[src/rtl/mem_stage_axi_lsu.sv]
// MEM-stage load/store unit: turns MemReadM/MemWriteM into single AXI4-Lite transactions and stalls the pipe until done.
// Optional MISALIGN_CHECK_EN: misaligned H/W accesses fault in one cycle without touching the bus.
module mem_stage_axi_lsu #(
  parameter int ADDR_W = 32
) (
  input  logic              clk,
  input  logic              reset,
  input  logic              MemReadM,
  input  logic              MemWriteM,
  input  logic [2:0]        Funct3M,
  input  logic [31:0]       ALUResultM,
  input  logic [31:0]       WriteDataM,
  output logic [31:0]       ReadDataM,
  output logic              StallM,
  output logic              MemErrM,
  output logic [ADDR_W-1:0] m_awaddr,
  output logic              m_awvalid,
  input  logic              m_awready,
  output logic [31:0]       m_wdata,
  output logic [3:0]        m_wstrb,
  output logic              m_wvalid,
  input  logic              m_wready,
  input  logic [1:0]        m_bresp,
  input  logic              m_bvalid,
  output logic              m_bready,
  output logic [ADDR_W-1:0] m_araddr,
  output logic              m_arvalid,
  input  logic              m_arready,
  input  logic [31:0]       m_rdata,
  input  logic [1:0]        m_rresp,
  input  logic              m_rvalid,
  output logic              m_rready
);

  typedef enum logic [2:0] {IDLE, WR, WRESP, RADDR, RDATA, DONE} state_t;

  state_t            state_q, state_d;
  logic [ADDR_W-1:0] awaddr_q, awaddr_d, araddr_q, araddr_d;
  logic [31:0]       wdata_q, wdata_d, rdata_q, rdata_d;
  logic [3:0]        wstrb_q, wstrb_d;
  logic              awvalid_q, awvalid_d, wvalid_q, wvalid_d, bready_q, bready_d;
  logic              arvalid_q, arvalid_d, rready_q, rready_d, err_q, err_d;
  logic [1:0]        lane_q, lane_d;
  logic [2:0]        f3_q, f3_d;

  logic              misalign;
  logic [31:0]       st_data;
  logic [3:0]        st_strb;
  logic [7:0]        ld_byte;
  logic [15:0]       ld_half;
  logic [31:0]       ld_ext;

  always_comb begin
`ifdef MISALIGN_CHECK_EN
    misalign = ((Funct3M[1:0] == 2'b01) && ALUResultM[0]) ||
               ((Funct3M[1:0] == 2'b10) && (ALUResultM[1:0] != 2'b00));
`else
    misalign = 1'b0;
`endif
  end

  // Stores drive every lane with the replicated value; wstrb picks the real one.
  always_comb begin
    case (Funct3M[1:0])
      2'b00: begin
        st_data = {4{WriteDataM[7:0]}};
        st_strb = 4'b0001 << ALUResultM[1:0];
      end
      2'b01: begin
        st_data = {2{WriteDataM[15:0]}};
        st_strb = 4'b0011 << {ALUResultM[1], 1'b0};
      end
      default: begin
        st_data = WriteDataM;
        st_strb = 4'b1111;
      end
    endcase
  end

  always_comb begin
    case (lane_q)
      2'd0:    ld_byte = m_rdata[7:0];
      2'd1:    ld_byte = m_rdata[15:8];
      2'd2:    ld_byte = m_rdata[23:16];
      default: ld_byte = m_rdata[31:24];
    endcase
    ld_half = lane_q[1] ? m_rdata[31:16] : m_rdata[15:0];
    case (f3_q)
      3'b000:  ld_ext = {{24{ld_byte[7]}}, ld_byte};
      3'b100:  ld_ext = {24'h0, ld_byte};
      3'b001:  ld_ext = {{16{ld_half[15]}}, ld_half};
      3'b101:  ld_ext = {16'h0, ld_half};
      default: ld_ext = m_rdata;
    endcase
  end

  always_comb begin
    state_d   = state_q;
    awaddr_d  = awaddr_q;
    araddr_d  = araddr_q;
    wdata_d   = wdata_q;
    wstrb_d   = wstrb_q;
    rdata_d   = rdata_q;
    awvalid_d = awvalid_q;
    wvalid_d  = wvalid_q;
    bready_d  = bready_q;
    arvalid_d = arvalid_q;
    rready_d  = rready_q;
    err_d     = err_q;
    lane_d    = lane_q;
    f3_d      = f3_q;
    case (state_q)
      IDLE: begin
        if (MemReadM || MemWriteM) begin
          lane_d = ALUResultM[1:0];
          f3_d   = Funct3M;
          err_d  = 1'b0;
          if (misalign) begin
            err_d   = 1'b1;
            state_d = DONE;
            if (MemReadM) rdata_d = 32'h0;
          end else if (MemWriteM) begin
            awaddr_d  = {ALUResultM[ADDR_W-1:2], 2'b00};
            wdata_d   = st_data;
            wstrb_d   = st_strb;
            awvalid_d = 1'b1;
            wvalid_d  = 1'b1;
            state_d   = WR;
          end else begin
            araddr_d  = {ALUResultM[ADDR_W-1:2], 2'b00};
            arvalid_d = 1'b1;
            state_d   = RADDR;
          end
        end
      end
      WR: begin
        // AW and W retire independently; leave only when neither is pending.
        awvalid_d = awvalid_q && !m_awready;
        wvalid_d  = wvalid_q && !m_wready;
        if (!awvalid_d && !wvalid_d) begin
          bready_d = 1'b1;
          state_d  = WRESP;
        end
      end
      WRESP: begin
        if (m_bvalid) begin
          bready_d = 1'b0;
          err_d    = (m_bresp != 2'b00);
          state_d  = DONE;
        end
      end
      RADDR: begin
        if (m_arready) begin
          arvalid_d = 1'b0;
          rready_d  = 1'b1;
          state_d   = RDATA;
        end
      end
      RDATA: begin
        if (m_rvalid) begin
          rready_d = 1'b0;
          err_d    = (m_rresp != 2'b00);
          rdata_d  = (m_rresp != 2'b00) ? 32'h0 : ld_ext;
          state_d  = DONE;
        end
      end
      DONE:    state_d = IDLE;
      default: state_d = IDLE;
    endcase
  end

  always_ff @(posedge clk or negedge reset) begin
    if (!reset) begin
      state_q   <= IDLE;
      awaddr_q  <= '0;
      araddr_q  <= '0;
      wdata_q   <= 32'h0;
      wstrb_q   <= 4'h0;
      rdata_q   <= 32'h0;
      awvalid_q <= 1'b0;
      wvalid_q  <= 1'b0;
      bready_q  <= 1'b0;
      arvalid_q <= 1'b0;
      rready_q  <= 1'b0;
      err_q     <= 1'b0;
      lane_q    <= 2'b00;
      f3_q      <= 3'b000;
    end else begin
      state_q   <= state_d;
      awaddr_q  <= awaddr_d;
      araddr_q  <= araddr_d;
      wdata_q   <= wdata_d;
      wstrb_q   <= wstrb_d;
      rdata_q   <= rdata_d;
      awvalid_q <= awvalid_d;
      wvalid_q  <= wvalid_d;
      bready_q  <= bready_d;
      arvalid_q <= arvalid_d;
      rready_q  <= rready_d;
      err_q     <= err_d;
      lane_q    <= lane_d;
      f3_q      <= f3_d;
    end
  end

  // A non-memory instruction in IDLE never stalls.
  assign StallM    = (state_q == IDLE) ? (MemReadM || MemWriteM) : (state_q != DONE);
  assign MemErrM   = (state_q == DONE) && err_q;
  assign ReadDataM = rdata_q;
  assign m_awaddr  = awaddr_q;
  assign m_awvalid = awvalid_q;
  assign m_wdata   = wdata_q;
  assign m_wstrb   = wstrb_q;
  assign m_wvalid  = wvalid_q;
  assign m_bready  = bready_q;
  assign m_araddr  = araddr_q;
  assign m_arvalid = arvalid_q;
  assign m_rready  = rready_q;

endmodule

[config.mk]
export PLATFORM = sky130hd
export DESIGN_NAME = mem_stage_axi_lsu
export DESIGN_NICKNAME = d
export VERILOG_FILES = /design/src/rtl/mem_stage_axi_lsu.sv
export SDC_FILE = /design/constraint.sdc
export NUM_CORES = 1
export LEC_CHECK = 0
export CORE_MARGIN = 10
export CORE_UTILIZATION = 35
export CTS_CLUSTER_DIAMETER = 80
export DETAILED_ROUTE_END_ITERATION = 6
export HOLD_SLACK_MARGIN = 0.12
export MAX_ROUTING_LAYER = met4
export PLACE_DENSITY = 0.69
export REMOVE_ABC_BUFFERS = 1
export SYNTH_ARGS = -nofsm -noshare
export SYNTH_HDL_FRONTEND = slang
export SYNTH_SLANG_ARGS = --single-unit
[constraint.sdc]
create_clock -name clk -period 2.1 [get_ports clk]
set_input_delay 0.42 -clock clk [delete_from_list [all_inputs] [get_ports clk]]
set_output_delay 0.42 -clock clk [all_outputs]
set_load 0.02 [all_outputs]
**After elaboration in Yosys (flattened, before gate mapping)**

Index checks and enable logic that the tools add are counted.

- Flip-flop bits (word level): 142
- Bits of input ports: 112
- Output and inout bits: 139
- Logic and storage cells: 98

- Equal/unequal tests: 19
- Shift operators: 2
- Muxes and demuxes: 32
- Bitwise operators: 1
- Reductions and logical operators: 30

Operators by type and width:

| operator | number |
|---|---|
| $pmux 32 s4 | 1 |
| $pmux 32 s2 | 1 |
| $mux 32 | 1 |
| $pmux 8 s3 | 1 |
| $mux 16 | 1 |
| $mux 3 | 5 |
| $pmux 3 s5 | 1 |
| $reduce_and 3->1 | 5 |
| $ne 2x2->1 const B | 7 |
| $mux 1 | 13 |
| $eq 3x3->1 const B | 4 |
| $reduce_bool 2->1 | 6 |
| $pmux 1 s2 | 5 |
| $pmux 4 s2 | 1 |
| $reduce_and 4->1 | 2 |
| $eq 3x1->1 const B | 2 |
| $eq 3x2->1 const B | 2 |
| $logic_not 3->1 | 2 |
| $reduce_and 5->1 | 1 |
| $eq 2x1->1 const B | 2 |
| $logic_and 1x1->1 | 4 |
| $logic_not 1->1 | 4 |
| $logic_not 2->1 | 2 |
| $reduce_and 2->1 | 2 |
| 9 further kinds | 9 |

**Depth between registers and ports, before layout**

Gate-level depths: netlist (run 1).

- Depth in word-level cells: 6
- Depth in mapped cells: 6
- Depth with buffers taken out: 4

**Least setup slack after synthesis (run 1)**

No wires, ideal clock.

- Path type: register to register
- Start: register state_q[1]
- End: register rdata_q[27] (netlist: ReadDataM[27])
- Setup time: 0.064 ns
- Arrival: 1.904 ns
- Data required time: 2.036 ns
- Slack: 0.132 ns
- Cell stages (with the launch flop): 7
- Buffers on the path: 2
- Clock period less this slack: 1.968 ns
- Path through: dfrtp_1 -> nand4bb_1 -> buf_2 -> a2111o_1 -> a2111oi_4 -> buf_6 -> a221o_2

- Longest elaborated chain between the ends: 2

RTL lines:

| item | line | source |
|---|---|---|
| from (decl) | 37 | `state_t state_q, state_d;` |
| from (signal assigned) | 189 | `state_q <= state_d;` |
| $eq 3x3->1 | 112 | `case (state_q)` |
| $reduce_and 2->1 (no source line) | n/a |  |
| to (signal assigned) | 194 | `rdata_q <= rdata_d;` |
| to (decl) | 39 | `logic [31:0] wdata_q, wdata_d, rdata_q, rdata_d;` |

Every way passes these cells.
A chain may end at the register's enable or synchronous reset.

**Worst setup path in the final report (run 1)**

- Start: register state_q[2]
- End: output StallM

- Longest elaborated chain between the ends: 2
- Elaborated cells between the ends (all ways): 3
- Classes of those cells: 1 x eq/ne; 1 x mux; 1 x reduce/logical

RTL lines:

| item | line | source |
|---|---|---|
| $ne 3x3->1 or $logic_not 3->1 (tied branches) | 207 | `assign StallM = (state_q == IDLE) ? (MemReadM \|\| MemWriteM) : (state_q != DONE);` |
| $mux 1 (*) | 207 |  |
| to (decl) | 14 | `output logic StallM,` |

Every way passes the cells marked *; elsewhere a longest branch is shown, timed or not.

==> impl_metrics.prom, run 1 <==
# TYPE chip_impl_metric gauge
chip_impl_metric{name="via_count",unit=""} 5479
chip_impl_metric{name="globalRouteMet2Util",unit="%"} 25.7
chip_impl_metric{name="vdd.ir_drop.worst",unit="V"} 0.000838
chip_impl_metric{name="drt-pass1-iter-count",unit=""} 5
chip_impl_info{name="worstSetupStartpointType",value="flop"} 1
chip_impl_metric{name="synth_enable_flop_cells",unit=""} 0
chip_impl_metric{name="cts_num_sinks",unit=""} 142
chip_impl_metric{name="avgRoutedWirePerCell",unit="um"} 19.0
chip_impl_metric{name="power_frac_comb",unit="%"} 48.4
chip_impl_info{name="layout_commonest_cell",value="sky130_fd_sc_hd__clkdlybuf4s50_1"} 1
chip_impl_info{name="critical_path.endpoint_type",value="output port"} 1
chip_impl_metric{name="final_antenna_net_count",unit=""} 0
chip_impl_metric{name="cp.required",unit="ns"} 1.68
chip_impl_metric{name="antenna_found_initial",unit=""} 0
chip_impl_metric{name="postSynthAreaPerCell",unit="um2"} 10.5
chip_impl_metric{name="initial_util",unit="%"} 36.0
chip_impl_metric{name="crit_arrival",unit="ns"} 1.60
chip_impl_metric{name="pleak",unit="nW"} 4.44
chip_impl_metric{name="cap_violations",unit=""} 0
chip_impl_metric{name="cts_bufs_inserted",unit=""} 17
chip_impl_metric{name="async_reset_ff_share",unit="%"} 100
chip_impl_metric{name="cts_post_setup_buffers_inserted",unit=""} 0
chip_impl_metric{name="met3_usage",unit="%"} 9.90
chip_impl_metric{name="tightest_pin_transition",unit="ns"} 0.796
chip_impl_metric{name="wl",unit="um"} 20900
chip_impl_info{name="rsz0062_at_grt",value="false"} 1
chip_impl_metric{name="gp_congestion",unit=""} 0.799
chip_impl_metric{name="via_count_of_the_first_global_routing_pass",unit=""} 5649
chip_impl_metric{name="final_layout_size_suffix_gt1_share",unit="%"} 14.0
chip_impl_info{name="worstHoldPathType",value="reg -> reg"} 1
chip_impl_metric{name="swShare",unit="%"} 38.3
chip_impl_metric{name="grt_util_met1",unit="%"} 20.5
chip_impl_metric{name="chipWidth",unit="um"} 154
chip_impl_metric{name="yosysSeqAreaShare",unit="%"} 56.4
chip_impl_metric{name="area_growth",unit="%"} 56.7
chip_impl_info{name="path_class",value="reg -> out"} 1
chip_impl_metric{name="clkLatencyLatePin",unit="ns"} 0.41
chip_impl_info{name="outcome",value="complete, no violations"} 1
chip_impl_metric{name="layout_worst_path_cycle_share",unit="%"} 96.3
chip_impl_metric{name="avgViaCountPerCell",unit=""} 4.99
chip_impl_metric{name="clockBufferDepth",unit=""} 2
chip_impl_metric{name="syn_area",unit="um2"} 6300
chip_impl_metric{name="path_max_fanout",unit=""} 3
chip_impl_info{name="synth_area_leaders",value="sky130_fd_sc_hd__dfrtp_1 56%, sky130_fd_sc_hd__nand2_1 9.6%, sky130_fd_sc_hd__mux2_2 6.4%, sky130_fd_sc_hd__mux2i_1 5.4%, sky130_fd_sc_hd__o21ai_0 2.9%"} 1
chip_impl_metric{name="yosysWarnings",unit=""} 0
chip_impl_metric{name="num_io_pins",unit=""} 251
chip_impl_info{name="mostFrequentLayoutCells",value="243 x sky130_fd_sc_hd__clkdlybuf4s50_1, 160 x sky130_fd_sc_hd__nand2_1, 142 x sky130_fd_sc_hd__dfrtp_1, 37 x sky130_fd_sc_hd__o21ai_0, 36 x sky130_fd_sc_hd__mux2_2"} 1
chip_impl_info{name="cts_root_buffer",value="sky130_fd_sc_hd__clkbuf_16"} 1
chip_impl_metric{name="timing.final.ws_setup",unit="ns"} 0.0777
chip_impl_metric{name="cts_max_level",unit=""} 4
chip_impl_metric{name="internal_power",unit="mW"} 9.44
chip_impl_metric{name="core_area",unit="um2"} 17500
chip_impl_metric{name="diodes",unit=""} 0
chip_impl_info{name="clock_tree_from_tritoncts",value="yes"} 1
chip_impl_metric{name="ys_ff_latch",unit=""} 142
chip_impl_metric{name="worst-r2r-setup-slack",unit="ns"} 0.12
chip_impl_metric{name="route.detailed.drc",unit=""} 0
chip_impl_metric{name="port_buffers",unit=""} 246
chip_impl_metric{name="grtUsageTotal",unit="%"} 17.6
chip_impl_metric{name="fmax",unit="GHz"} 0.494
chip_impl_metric{name="clkSlewWorstSetupHoldPaths",unit="ns"} 0.06
chip_impl_info{name="synth_largest_area_cell",value="sky130_fd_sc_hd__dfrtp_1"} 1
chip_impl_metric{name="post-layout-total-power",unit="mW"} 15.3
chip_impl_metric{name="synth.distinct_cells",unit=""} 46
chip_impl_metric{name="grt_first_pass_wirelength",unit="um"} 32000
chip_impl_metric{name="setup_violations",unit=""} 0
chip_impl_metric{name="global_route.overflow_total",unit=""} 0
chip_impl_metric{name="power_frac_seq",unit="%"} 31.2
chip_impl_metric{name="clock_skew",unit="ns"} 0.0129
chip_impl_metric{name="die_area",unit="um2"} 23800
chip_impl_metric{name="dr.first_iter.drc_count",unit=""} 231
chip_impl_metric{name="synthesis.instances",unit=""} 599
chip_impl_info{name="synthFlopType",value="sky130_fd_sc_hd__dfrtp_1"} 1
chip_impl_metric{name="pwr-share-clk",unit="%"} 20.3
chip_impl_info{name="global_route_layer_with_the_greatest_usage",value="met2"} 1
chip_impl_metric{name="die_height",unit="um"} 154
chip_impl_metric{name="final-hold-violation-count",unit=""} 0
chip_impl_metric{name="timing_max_transition_violations_final",unit=""} 0
chip_impl_metric{name="yosys.area.top_type_share",unit="%"} 56.4
chip_impl_metric{name="slew_headroom",unit="%"} 46.8
chip_impl_metric{name="row_count",unit=""} 48
chip_impl_metric{name="post_placement_setup_slack",unit="ns"} -0.486
chip_impl_metric{name="grt_start_max_net_pins",unit=""} 89
chip_impl_metric{name="p_per_area",unit="nW/um2"} 1550
chip_impl_metric{name="net_switching_power",unit="mW"} 5.85
chip_impl_metric{name="detailed_place_hpwl",unit="um"} 15600
chip_impl_metric{name="fin_crit",unit="ns"} 2.02
chip_impl_metric{name="finish.net_count",unit=""} 972
power groups by stage:
stage          sequential [mW]  clock, mW  combinational [mW]
2_1_floorplan             6.27          0                2.14
4_1_cts                   4.79       3.19                7.53
3_5_place_dp              4.81          0                7.49
6_report                  4.78       3.11                7.41
3_3_place_gp              4.77          0                7.44
5_1_grt                   4.94       3.31                8.01
timing repair:
item,CTS,global route
hold buffers,1,0
pin swaps,0,0
endpoints found under the hold margin,41,0
setup endpoints to repair,13,1
resized for setup,8,2
worst paths after layout:
path | startpoint | cells after the start | to
worst min-delay path | m_wdata[6] | 2 | m_wdata[6]
worst min register to register | m_wdata[6] | 2 | m_wdata[6]
max in group asynchronous | reset | 3 | m_araddr[6]
min in group asynchronous | reset | 2 | ReadDataM[31]
worst max register to register | state_q[0] | 5 | ReadDataM[16]
worst max-delay path | state_q[2] | 4 | StallM
cells in the mapped netlist, types with 6 or more instances:
| library cell | n |
|---|---|
| sky130_fd_sc_hd__mux2i_1 | 34 |
| sky130_fd_sc_hd__a221o_2 | 10 |
| sky130_fd_sc_hd__dfrtp_1 | 142 |
| sky130_fd_sc_hd__nand2_1 | 161 |
| sky130_fd_sc_hd__inv_1 | 7 |
| sky130_fd_sc_hd__nand2b_1 | 7 |
| sky130_fd_sc_hd__nor2_1 | 18 |
| sky130_fd_sc_hd__o21ai_0 | 37 |
| sky130_fd_sc_hd__nor2b_1 | 6 |
| sky130_fd_sc_hd__mux2_2 | 36 |
| sky130_fd_sc_hd__a22o_1 | 8 |
| sky130_fd_sc_hd__buf_1 | 6 |
| sky130_fd_sc_hd__a221o_1 | 13 |
| sky130_fd_sc_hd__o22ai_1 | 13 |
| sky130_fd_sc_hd__a21oi_1 | 13 |
| sky130_fd_sc_hd__clkbuf_1 | 28 |
logic make-up after synthesis:
| kind of cell | Yosys count | share of synthesized area (%) |
|---|---|---|
| and+or+nand+nor | 215 | 14.3 |
| DFF | 142 | 56.4 |
| AOI/OAI and AO/OA | 121 | 13.9 |
| muxes | 70 | 11.8 |
| buffers and inverters | 50 | 3.40 |
| other | 1 | 0.0595 |
critical path, stage by stage (launching register included):
cell and delay (ns):
sky130_fd_sc_hd__dfrtp_1 0.43, sky130_fd_sc_hd__nor4_2 0.28, sky130_fd_sc_hd__a21oi_1 0.06, sky130_fd_sc_hd__or2_2 0.27
sky130_fd_sc_hd__buf_2 0.16
stage by stage:
stage          hold slack, ns  utilization (%)  instances  instance area (um2)  setup TNS [ns]
2_1_floorplan           0.124                -        560                 6130          -56.32
3_3_place_gp            0.375             52.9       1065                 9250           -8.87
3_5_place_dp            0.377             52.9       1065                 9250          -10.28
4_1_cts                 0.477             56.5       1098                 9870               0
5_1_grt                 0.489             56.5       1098                 9870               0
6_report                0.473             56.5       1098                 9870               0
registers in the layout, indices dropped and copies added, names as in the netlist:
register	count
m_wdata	32
m_bready	1
f3_q	3
m_wstrb	4
m_arvalid	1
state_q	3
ReadDataM	32
err_q	1
m_wvalid	1
m_awvalid	1
m_awaddr	30
m_rready	1
m_araddr	30
lane_q	2
area by class of cell:
type	instances	area (um2)
Multi-Input combinational cell	410	2560
Clock buffer	18	439
Timing Repair Buffer	281	2830
Tap cell	225	282
Fill cell	1492	7610
Sequential cell	142	3550
Inverter	8	30.0
Clock inverter	14	170
per-layer routing:
layer / vias to the layer above / wire length [um]
li1: 2623 / -
met1: 2622 / 8770
met2: 224 / 9220
met3: 10 / 2750
met4: 0 / 163
met5: - / 0
(Power assumes the default switching activity.)
==> inputs of run 2 (changes only) <==
Settings changed: CAP_MARGIN set to 20, CTS_CLUSTER_DIAMETER 80 to unset, SKIP_LAST_GASP set to 1.
==> run 2 against run 1 <==
Effect of this change:
- cell count is the same
- worst setup slack lost 0.014 ns
- critical path type unchanged
- cell area is the same
- largest power group unchanged
==> impl_metrics.prom, run 2 (synthesis results as in run 1) <==
# TYPE chip_impl_metric gauge
chip_impl_metric{name="chipWidth",unit="um"} 154
chip_impl_metric{name="path_max_fanout",unit=""} 3
chip_impl_metric{name="swShare",unit="%"} 38.3
chip_impl_info{name="cts_root_buffer",value="sky130_fd_sc_hd__clkbuf_16"} 1
chip_impl_metric{name="final-hold-violation-count",unit=""} 0
chip_impl_metric{name="grt_start_max_net_pins",unit=""} 89
chip_impl_metric{name="worst-r2r-setup-slack",unit="ns"} 0.12
chip_impl_metric{name="finish.net_count",unit=""} 972
chip_impl_metric{name="num_io_pins",unit=""} 251
chip_impl_info{name="rsz0062_at_grt",value="false"} 1
chip_impl_metric{name="global_route.overflow_total",unit=""} 0
chip_impl_metric{name="port_buffers",unit=""} 246
chip_impl_metric{name="number_of_inserted_filler_cells_in_the_final_layout",unit=""} 1492
chip_impl_metric{name="setup_violations",unit=""} 0
chip_impl_metric{name="final_layout_size_suffix_gt1_share",unit="%"} 14.0
chip_impl_metric{name="via_count",unit=""} 5470
chip_impl_metric{name="clockBufferDepth",unit=""} 2
chip_impl_metric{name="clkLatencyLatePin",unit="ns"} 0.41
chip_impl_metric{name="cts_bufs_inserted",unit=""} 17
chip_impl_metric{name="timing_max_transition_violations_final",unit=""} 0
chip_impl_metric{name="cp.required",unit="ns"} 1.68
chip_impl_metric{name="worstRegToRegCells",unit=""} 5
chip_impl_metric{name="area_growth",unit="%"} 56.7
chip_impl_metric{name="fmax",unit="GHz"} 0.491
chip_impl_info{name="cp-startpoint",value="state_q[2]"} 1
chip_impl_metric{name="gp_congestion",unit=""} 0.799
chip_impl_info{name="worstPathCellList",value="nor4_2, a21oi_1, or2_2, clkbuf_2"} 1
chip_impl_metric{name="cap_violations",unit=""} 0
chip_impl_metric{name="avgViaCountPerCell",unit=""} 4.98
chip_impl_metric{name="die_area",unit="um2"} 23800
chip_impl_metric{name="max_stage_delay",unit="ns"} 0.43
chip_impl_metric{name="grt_first_pass_wirelength",unit="um"} 32000
chip_impl_metric{name="dr.first_iter.drc_count",unit=""} 231
chip_impl_info{name="whs_endpoint",value="m_wdata[6]"} 1
chip_impl_metric{name="pleak",unit="nW"} 4.44
chip_impl_metric{name="postLayoutCellArea",unit="um2"} 9870
chip_impl_metric{name="place_area",unit="um2"} 9250
chip_impl_metric{name="core_area",unit="um2"} 17500
chip_impl_metric{name="postLayoutCoreUtil",unit="%"} 56.5
chip_impl_info{name="path_class",value="reg -> out"} 1
chip_impl_metric{name="area_taken_by_flip_flops_and_latches",unit="um2"} 3550
chip_impl_metric{name="cts_max_level",unit=""} 4
chip_impl_metric{name="grtUsageTotal",unit="%"} 17.6
chip_impl_metric{name="avgRoutedWirePerCell",unit="um"} 19.0
chip_impl_info{name="outcome",value="complete, no violations"} 1
chip_impl_metric{name="diodes",unit=""} 0
chip_impl_metric{name="cts_post_setup_buffers_inserted",unit=""} 0
chip_impl_metric{name="power_frac_comb",unit="%"} 48.4
chip_impl_metric{name="power_frac_seq",unit="%"} 31.3
chip_impl_info{name="critical_path.endpoint_type",value="output port"} 1
chip_impl_metric{name="post_placement_setup_slack",unit="ns"} -0.486
chip_impl_metric{name="pwr-share-clk",unit="%"} 20.3
chip_impl_metric{name="row_count",unit=""} 48
chip_impl_info{name="worstReg2RegEnd",value="ReadDataM[16]"} 1
chip_impl_info{name="mostFrequentLayoutCells",value="243 x sky130_fd_sc_hd__clkdlybuf4s50_1, 160 x sky130_fd_sc_hd__nand2_1, 142 x sky130_fd_sc_hd__dfrtp_1, 37 x sky130_fd_sc_hd__o21ai_0, 36 x sky130_fd_sc_hd__mux2_2"} 1
chip_impl_metric{name="min_path_cells",unit=""} 2
chip_impl_info{name="worst_hold_startpoint",value="m_wdata[6]"} 1
chip_impl_metric{name="slew_headroom",unit="%"} 46.8
chip_impl_metric{name="via_count_of_the_first_global_routing_pass",unit=""} 5643
chip_impl_metric{name="combined_area_of_the_multi_input_logic_cells",unit="um2"} 2560
chip_impl_info{name="clock_tree_from_tritoncts",value="yes"} 1
chip_impl_info{name="critPathSlowestCell",value="sky130_fd_sc_hd__dfrtp_1"} 1
chip_impl_metric{name="antenna_found_initial",unit=""} 0
chip_impl_info{name="worstHoldPathType",value="reg -> reg"} 1
chip_impl_metric{name="tightest_pin_transition",unit="ns"} 0.796
chip_impl_info{name="worstSetupStartpointType",value="flop"} 1
chip_impl_metric{name="net_switching_power",unit="mW"} 5.86
chip_impl_metric{name="route.detailed.drc",unit=""} 0
chip_impl_metric{name="crit_arrival",unit="ns"} 1.62
chip_impl_metric{name="initial_util",unit="%"} 36.0
chip_impl_metric{name="layout_worst_path_cycle_share",unit="%"} 97.0
chip_impl_info{name="r2r_start",value="state_q[0]"} 1
chip_impl_metric{name="vdd.ir_drop.worst",unit="V"} 0.000838
chip_impl_info{name="layout_commonest_cell",value="sky130_fd_sc_hd__clkdlybuf4s50_1"} 1
chip_impl_metric{name="drt-pass1-iter-count",unit=""} 5
chip_impl_metric{name="detailed_place_hpwl",unit="um"} 15600
chip_impl_metric{name="cts_num_sinks",unit=""} 142
chip_impl_metric{name="fin_crit",unit="ns"} 2.04
chip_impl_metric{name="timing.final.ws_setup",unit="ns"} 0.0636
chip_impl_metric{name="final_antenna_net_count",unit=""} 0
chip_impl_metric{name="die_height",unit="um"} 154
chip_impl_metric{name="p_per_area",unit="nW/um2"} 1550
chip_impl_metric{name="wl",unit="um"} 20900
chip_impl_metric{name="clock_skew",unit="ns"} 0.0129
chip_impl_metric{name="clkSlewWorstSetupHoldPaths",unit="ns"} 0.06
chip_impl_metric{name="internal_power",unit="mW"} 9.44
chip_impl_metric{name="post-layout-total-power",unit="mW"} 15.3
[run 2: cell types whose count changed in the layout (fill, tap and decap cells not counted)]
cell,previous run,this run
sky130_fd_sc_hd__clkbuf_2,1,2
sky130_fd_sc_hd__buf_2,1,0
[run 2: through the flow]
step	hold slack, ns	cells	setup TNS, ns
2_1_floorplan	0.124	560	-56.32
3_3_place_gp	0.375	1065	-8.87
3_5_place_dp	0.377	1065	-10.28
4_1_cts	0.477	1098	-0.123
5_1_grt	0.489	1098	0
6_report	0.473	1098	0
[run 2: worst max-delay path by stage]
| stage | endpoint | slack, ns | depth (start not counted) |
|---|---|---|---|
| after detailed placement | ReadDataM[5] | -0.49 | 5 |
| after floorplan | ReadDataM[22] | -1.49 | 3 |
| final | StallM | 0.06 | 4 |
| after global routing | StallM | 0.005 | 4 |
| after CTS | StallM | -0.12 | 4 |
| after global placement | ReadDataM[0] | -0.46 | 5 |
[run 2: layout make-up]
cell class,instances,share of cell area [%]
repair buffers,281,28.7
clock inverters,14,1.72
inverters,8,0.304
well taps,225,2.85
multi-input cells,410,26.0
flip-flops and latches,142,36.0
clock buffers,18,4.45
[run 2: per-layer routing]
layer  global-route usage (%)  up-vias  routed length [um]
li1                         -     2622                   -
met1                     20.4     2610                8770
met2                     25.7      228                9210
met3                     9.90       10                2760
met4                     4.77        0                 163
met5                        -        -                   0
[run 2: power groups by stage]
stage / registers, mW / logic (mW) / clock network, mW
CTS: 4.79 / 7.53 / 3.19
global route: 4.94 / 8.02 / 3.31
global placement: 4.77 / 7.44 / 0
detailed placement: 4.81 / 7.49 / 0
floorplan: 6.27 / 2.14 / 0
finish: 4.78 / 7.41 / 3.11
[run 2: timing repair]
item / 4_1_cts / 5_1_grt
hold endpoints to repair: 41 / 0
resized for setup: 4 / 5
cloned: 0 / 0
endpoints found under the setup margin: 13 / 2
hold buffers: 1 / 0
[run 2: worst max-delay path, delay by kind of cell (launching register included)]
family | cells | cell delay (ns)
AOI/OAI and AO/OA | 1 | 0.06
buffers and inverters | 1 | 0.16
DFF | 1 | 0.43
and+or+nand+nor | 2 | 0.56
==> inputs of run 3 (changes only) <==
Settings changed: SKIP_LAST_GASP 1 to unset.
==> results of run 3 <==
The final DEF is identical to that of run 1; final timing and power are the same.
